### src/rtl/bpm_tempo_tracker.sv
// Energy-based beat detector with history-mean threshold, refractory gating and a serial
// restoring divider that turns beat intervals into BPM. Optional macro: BPM_SMOOTH_EN.
module bpm_tempo_tracker #(
  parameter int unsigned SAMPLE_WIDTH = 16,
  parameter int unsigned SAMPLE_RATE  = 30720,
  parameter int unsigned WINDOW_SIZE  = 512,
  parameter int unsigned HIST_DEPTH   = 8,
  parameter int unsigned THRESH_NUM   = 3,
  parameter int unsigned THRESH_SHIFT = 1,
  parameter int unsigned MIN_BPM      = 60,
  parameter int unsigned MAX_BPM      = 200,
  parameter int unsigned ENERGY_WIDTH = 40,
  parameter int unsigned BPM_WIDTH    = 16
) (
  input  logic                           clk,
  input  logic                           reset,
  input  logic signed [SAMPLE_WIDTH-1:0] audio_sample,
  input  logic                           sample_valid,
  output logic                           beat_detected,
  output logic [BPM_WIDTH-1:0]           bpm_val,
  output logic                           bpm_valid,
  output logic                           busy
);

  localparam int unsigned Hb          = $clog2(HIST_DEPTH);
  localparam int unsigned Ew          = ENERGY_WIDTH;
  localparam int unsigned Sw          = ENERGY_WIDTH + Hb;
  localparam int unsigned Sqw         = 2 * SAMPLE_WIDTH;
  localparam int unsigned Wcw         = $clog2(WINDOW_SIZE);
  localparam int unsigned Num         = 60 * SAMPLE_RATE;
  localparam int unsigned Refract     = Num / MAX_BPM;
  localparam int unsigned MaxInterval = Num / MIN_BPM;
  localparam int unsigned MaxInt      = MaxInterval + 1;
  localparam int unsigned Cw          = $clog2(MaxInt + 1);

  typedef enum logic [1:0] {StIdle, StRun, StDone} div_state_e;

  logic [Wcw-1:0]  win_cnt_q;
  logic [Ew-1:0]   acc_q;
  logic [Ew-1:0]   hist_q [HIST_DEPTH];
  logic [Hb-1:0]   wr_ptr_q;
  logic [Sw-1:0]   sum_q;
  logic [Hb:0]     fill_q;
  logic [Cw-1:0]   ivl_q;
  logic            seen_q;
  logic            beat_q;

  logic signed [Sqw-1:0] samp_ext;
  logic [Sqw-1:0]  sq;
  logic [Ew:0]     acc_sum;
  logic [Ew-1:0]   e_next;
  logic [Sw-1:0]   mean;
  logic [Sw+7:0]   thr;
  logic [Cw-1:0]   ivl_inc;
  logic            boundary;
  logic            beat_ok;
  logic            start_div;

  always_comb begin
    samp_ext  = Sqw'(audio_sample);
    sq        = samp_ext * samp_ext;
    acc_sum   = {1'b0, acc_q} + (Ew + 1)'(sq);
    e_next    = acc_sum[Ew] ? '1 : acc_sum[Ew-1:0];
    mean      = sum_q >> Hb;
    thr       = ((Sw + 8)'(mean) * (Sw + 8)'(THRESH_NUM)) >> THRESH_SHIFT;
    ivl_inc   = (ivl_q == Cw'(MaxInt)) ? ivl_q : ivl_q + 1'b1;
    boundary  = sample_valid && (win_cnt_q == Wcw'(WINDOW_SIZE - 1));
    beat_ok   = boundary && (fill_q == (Hb + 1)'(HIST_DEPTH)) && (mean != '0) &&
                ((Sw + 8)'(e_next) > thr) && (ivl_inc >= Cw'(Refract));
    start_div = beat_ok && seen_q && (ivl_inc <= Cw'(MaxInterval));
  end

  always_ff @(posedge clk or negedge reset) begin
    if (!reset) begin
      win_cnt_q <= '0;
      acc_q     <= '0;
      wr_ptr_q  <= '0;
      sum_q     <= '0;
      fill_q    <= '0;
      ivl_q     <= '0;
      seen_q    <= 1'b0;
      beat_q    <= 1'b0;
      for (int i = 0; i < HIST_DEPTH; i++) hist_q[i] <= '0;
    end else begin
      beat_q <= beat_ok;
      if (sample_valid) begin
        ivl_q <= beat_ok ? '0 : ivl_inc;
        if (boundary) begin
          win_cnt_q        <= '0;
          acc_q            <= '0;
          // hist_q[wr_ptr_q] is the oldest entry (zero while still filling)
          hist_q[wr_ptr_q] <= e_next;
          wr_ptr_q         <= wr_ptr_q + 1'b1;
          sum_q            <= sum_q + Sw'(e_next) - Sw'(hist_q[wr_ptr_q]);
          if (fill_q != (Hb + 1)'(HIST_DEPTH)) fill_q <= fill_q + 1'b1;
        end else begin
          win_cnt_q <= win_cnt_q + 1'b1;
          acc_q     <= e_next;
        end
      end
      if (beat_ok) seen_q <= 1'b1;
    end
  end

  // Divider: three-process FSM plus shift datapath
  div_state_e state_q, state_d;
  logic [4:0]  step_q;
  logic [31:0] quo_q, rem_q, dvs_q;
  logic [32:0] rem_sh;
  logic        rem_ge;
  logic        publish;
  logic [31:0] clamped;

  always_ff @(posedge clk or negedge reset) begin
    if (!reset) state_q <= StIdle;
    else        state_q <= state_d;
  end

  always_comb begin
    state_d = state_q;
    unique case (state_q)
      StIdle: if (start_div) state_d = StRun;
      StRun: begin
        if (beat_ok)              state_d = start_div ? StRun : StIdle;
        else if (step_q == 5'd31) state_d = StDone;
      end
      StDone:                     state_d = start_div ? StRun : StIdle;
      default:                    state_d = StIdle;
    endcase
  end

  always_comb begin
    busy    = (state_q == StRun);
    publish = (state_q == StDone);
    rem_sh  = {rem_q, quo_q[31]};
    rem_ge  = rem_sh >= {1'b0, dvs_q};
    clamped = (quo_q < MIN_BPM) ? MIN_BPM : ((quo_q > MAX_BPM) ? MAX_BPM : quo_q);
  end

  always_ff @(posedge clk or negedge reset) begin
    if (!reset) begin
      step_q <= '0;
      quo_q  <= '0;
      rem_q  <= '0;
      dvs_q  <= '0;
    end else if (start_div) begin
      step_q <= '0;
      quo_q  <= 32'(Num);
      rem_q  <= '0;
      dvs_q  <= 32'(ivl_inc);
    end else if (busy) begin
      step_q <= step_q + 1'b1;
      quo_q  <= {quo_q[30:0], rem_ge};
      rem_q  <= rem_ge ? 32'(rem_sh - {1'b0, dvs_q}) : rem_sh[31:0];
    end
  end

  logic [BPM_WIDTH-1:0] bpm_q;
  logic                 bpm_valid_q;
  logic [BPM_WIDTH-1:0] bpm_new;

`ifdef BPM_SMOOTH_EN
  logic                 loaded_q;
  logic [BPM_WIDTH+1:0] blend;

  always_comb begin
    blend   = ((BPM_WIDTH + 2)'(bpm_q) * (BPM_WIDTH + 2)'(3) +
               (BPM_WIDTH + 2)'(clamped)) >> 2;
    bpm_new = loaded_q ? blend[BPM_WIDTH-1:0] : BPM_WIDTH'(clamped);
  end

  always_ff @(posedge clk or negedge reset) begin
    if (!reset)       loaded_q <= 1'b0;
    else if (publish) loaded_q <= 1'b1;
  end
`else
  always_comb bpm_new = BPM_WIDTH'(clamped);
`endif

  always_ff @(posedge clk or negedge reset) begin
    if (!reset) begin
      bpm_q       <= '0;
      bpm_valid_q <= 1'b0;
    end else begin
      bpm_valid_q <= publish;
      if (publish) bpm_q <= bpm_new;
    end
  end

  assign beat_detected = beat_q;
  assign bpm_val       = bpm_q;
  assign bpm_valid     = bpm_valid_q;

endmodule

### config.mk
export PLATFORM = sky130hd
export DESIGN_NAME = bpm_tempo_tracker
export DESIGN_NICKNAME = d
export VERILOG_FILES = /design/src/rtl/bpm_tempo_tracker.sv
export SDC_FILE = /design/constraint.sdc
export NUM_CORES = 2
export LEC_CHECK = 0
export CORE_MARGIN = 3
export CORE_UTILIZATION = 45
export CTS_BUF_LIST = sky130_fd_sc_hd__clkbuf_16
export DETAILED_ROUTE_END_ITERATION = 6
export GPL_TIMING_DRIVEN = 0
export PLACE_DENSITY = 0.72
export SLEW_MARGIN = 10
export SYNTH_ARGS = -nofsm -noshare
export SYNTH_HDL_FRONTEND = slang
export SYNTH_SLANG_ARGS = --single-unit
### constraint.sdc
create_clock -name clk -period 13.55 [get_ports clk]
set_input_delay 2.71 -clock clk [delete_from_list [all_inputs] [get_ports clk]]
set_output_delay 2.71 -clock clk [all_outputs]
set_load 0.02 [all_outputs]
==> out/qor.csv <==
stage,metric,value,unit
run_status,status,"finished, final reports clean",
grt,GRT Util Overall,24.3,%
synthesis,Post-synth top flop,dfrtp_1,
grt,initial antenna violation count,0,
timing,final hold vios,0,
synthesis,asr flop ratio synth,100,%
worst_setup_path,CP endpoint kind,flop,
timing,max-slew violations,0,
route,Routed WL per cell,20.1,microns
synthesis,post-synthesis sequential area ratio,32.7,%
route,Routed Antenna Nets,0,
grt,GRT overflow,0,
synthesis,cell taking the most area after synthesis,dfrtp_1,
synthesis,number of synthesized flops with an enable pin,0,
finish,Layout area overhead,12.7,%
die,die height,309,microns
timing,Tmin final,13.28,ns
worst_setup_path,crit path max fanout,10,
die,FP Rows,110,
route,Routed WL,116,mm
placed_design,HPWL Detailed,86.8,mm
finish,share of layout cells above drive strength 1,10.4,%
synthesis,Mapped Avg Cell Area,9.39,sq um
worst_setup_path,crit-path max cell delay,0.58,ns
timing,Hold Worst Slack,0.465,ns
die,I/O Pins,38,
finish,number of nets in the layout,5118,
clock_network,CTS sink cnt,539,
timing,Slew @ Worst Pin,1.21,ns
clock_network,"Clk pin slew, worst setup/hold paths",0.06,ns
die,die area,95200,sq um
route,First-pass DRT Iterations,7,
grt,largest net degree at the start of global routing,110,
worst_setup_path,crit start category,input pin,
placed_design,placed cell area,43200,sq um
synthesis,Seq cells post-synth,539,
worst_setup_path,Crit path arrival time,13.83,ns
worst_setup_path,critical path's slowest cell,or4_4,
placed_design,GPL Wtd Cong,0.970,
placed_design,PortBufs,36,
synthesis,most frequent cell after synthesis,nand2_1,
clock_network,htree depth,2,
clock_network,CTS tree,done,
timing,Worst slew margin,18.7,%
route,Vias/cell,5.73,
synthesis,YS warnings,0,
worst_setup_path,Setup CP Type,in2reg,
timing,total negative slack,0,ns
synthesis,cells after synthesis,4386,
timing,Max Clk Rate,75.3,MHz
route,vias,33003,
clock_network,CTS Buf Count,58,
synthesis,area fraction of the dominant cell type after synthesis,32.7,%
job,Max Cap Viol,0,
worst_setup_path,"Top cell by count, worst path",fa_1,
die,core area,90400,sq um
timing,Clock Skew,0.0213,ns
synthesis,Mapped Nets,4969,
synthesis,Post-synth top cells,"616 x nand2_1, 539 x dfrtp_1, 504 x inv_1",
synthesis,main area contributors after synthesis,"dfrtp_1 33%, fa_1 14%, ha_1 8.6%",
route,Starting DRT DRC Count,2950,
clock_network,number of hold buffers added after CTS,0,
route,DRC,0,
grt,number of global-route vias before repair,33208,
synthesis,Yosys cell types,89,
worst_setup_path,Critical Path RT,14.10,ns
grt,first-pass GRT wire length,184,mm
finish,final core occ,51.3,%
hold_path,Tightest Hold Check Type,reg2reg,
clock_network,CTS root buf,clkbuf_16,
timing,final setup violation count,0,
synthesis,"Cell Area, Synth",41200,sq um
die,die width,309,microns
clock_network,CTS Buffer Depth,3,
timing,Final Cycle Share,98.0,%
die,Starting Density,45.6,%
clock_network,worst skew pair latency,0.63,ns
finish,final instance area,46400,sq um
-- through the flow --
stage	setup WS, ns	instances
after floorplan	0.0250	4386
after global routing	-0.0802	5759
after detailed placement	-3.62	5604
final	0.266	5760
after CTS	0.00156	5732
after global placement	-14.71	5598
-- placed cells by master (no fill, tap or decap), types with 23 or more instances in the layout --
cell and count:
nand2_1 608, o21ai_0 438, a211oi_1 39, a21o_1 76
dfrtp_1 539, clkbuf_1 132, and2_1 68, nor2_1 188
nand3_1 70, buf_4 53, o21a_1 35, nand4_1 45
a21oi_2 23, o2bb2ai_1 39, xor2_1 70, clkbuf_16 59
nor3_1 61, mux2i_1 39, fa_1 277, inv_1 507
a21oi_1 150, ha_1 272, mux4_2 80, a31oi_1 23
nor2_4 24, xnor2_1 98, and3_1 30
-- layout make-up --
class	count	area (sq um)
Inverter	506	1900
Fill cell	8061	44000
Clock inverter	49	444
Sequential cell	539	13500
Clock buffer	59	1480
Timing Repair Buffer	93	863
Tap cell	1176	1470
Multi-Input combinational cell	3144	25800
Buffer	193	1010
Antenna cell	1	2.50
-- registers in the layout (all words and copies together), names as in the netlist --
| name | cells |
|---|---|
| acc_q | 40 |
| beat_detected | 1 |
| bpm_val | 16 |
| bpm_valid | 1 |
| dvs_q | 15 |
| fill_q | 4 |
| hist_q | 320 |
| ivl_q | 15 |
| quo_q | 32 |
| rem_q | 32 |
| seen_q | 1 |
| state_q | 2 |
| step_q | 5 |
| sum_q | 43 |
| win_cnt_q | 9 |
| wr_ptr_q | 3 |
-- worst paths after layout --
kind / from / to / slack [ns] / depth (start not counted)
setup / recovery: audio_sample[3] / quo_q[4] / 0.27 / 50
hold / removal: seen_q / seen_q / 0.46 / 1
setup reg to reg: acc_q[8] / quo_q[4] / 6.92 / 25
hold reg to reg: seen_q / seen_q / 0.46 / 1
max in group asynchronous: reset / hist_q[83] / 9.60 / 4
min in group asynchronous: reset / bpm_val[11] / 2.04 / 1
-- cell families after synthesis --
family          after synthesis  synth area share (%)
compound gates             1006                  15.0
xor+xnor                    170                  3.63
fa+ha+maj                   564                  22.2
buf+inv                     703                  6.55
flops                       539                  32.7
mux                         141                  5.92
simple gates               1263                  14.0
-- timing repair --
action	in CTS	in global routing
setup buffers	23	28
endpoints found under the setup margin	145	132
gates cloned	0	1
pin swaps	22	36
gates resized for setup	176	162
-- critical path: cells and delay by family --
kind	cells	cell delay [ns]
simple gates	17	3.54
buf+inv	14	1.79
xor+xnor	1	0.15
compound gates	9	1.66
fa+ha+maj	9	3.96
-- per-layer routing --
layer  global-route usage (%)  part of all wire [%]  vias to the layer above  routed length (microns)
met4                     7.87                   3.2                        0                     3680
met2                     38.9                    46                     1191                    53100
li1                         -                     -                    15189                        -
met1                     33.4                    43                    16383                    49600
met5                        0                     0                        -                        0
met3                     4.94                   8.1                      240                     9430
Power is left out: the tool's default activity adds up to more than one toggle a clock period on the data nets, which glitch-free logic cannot reach.
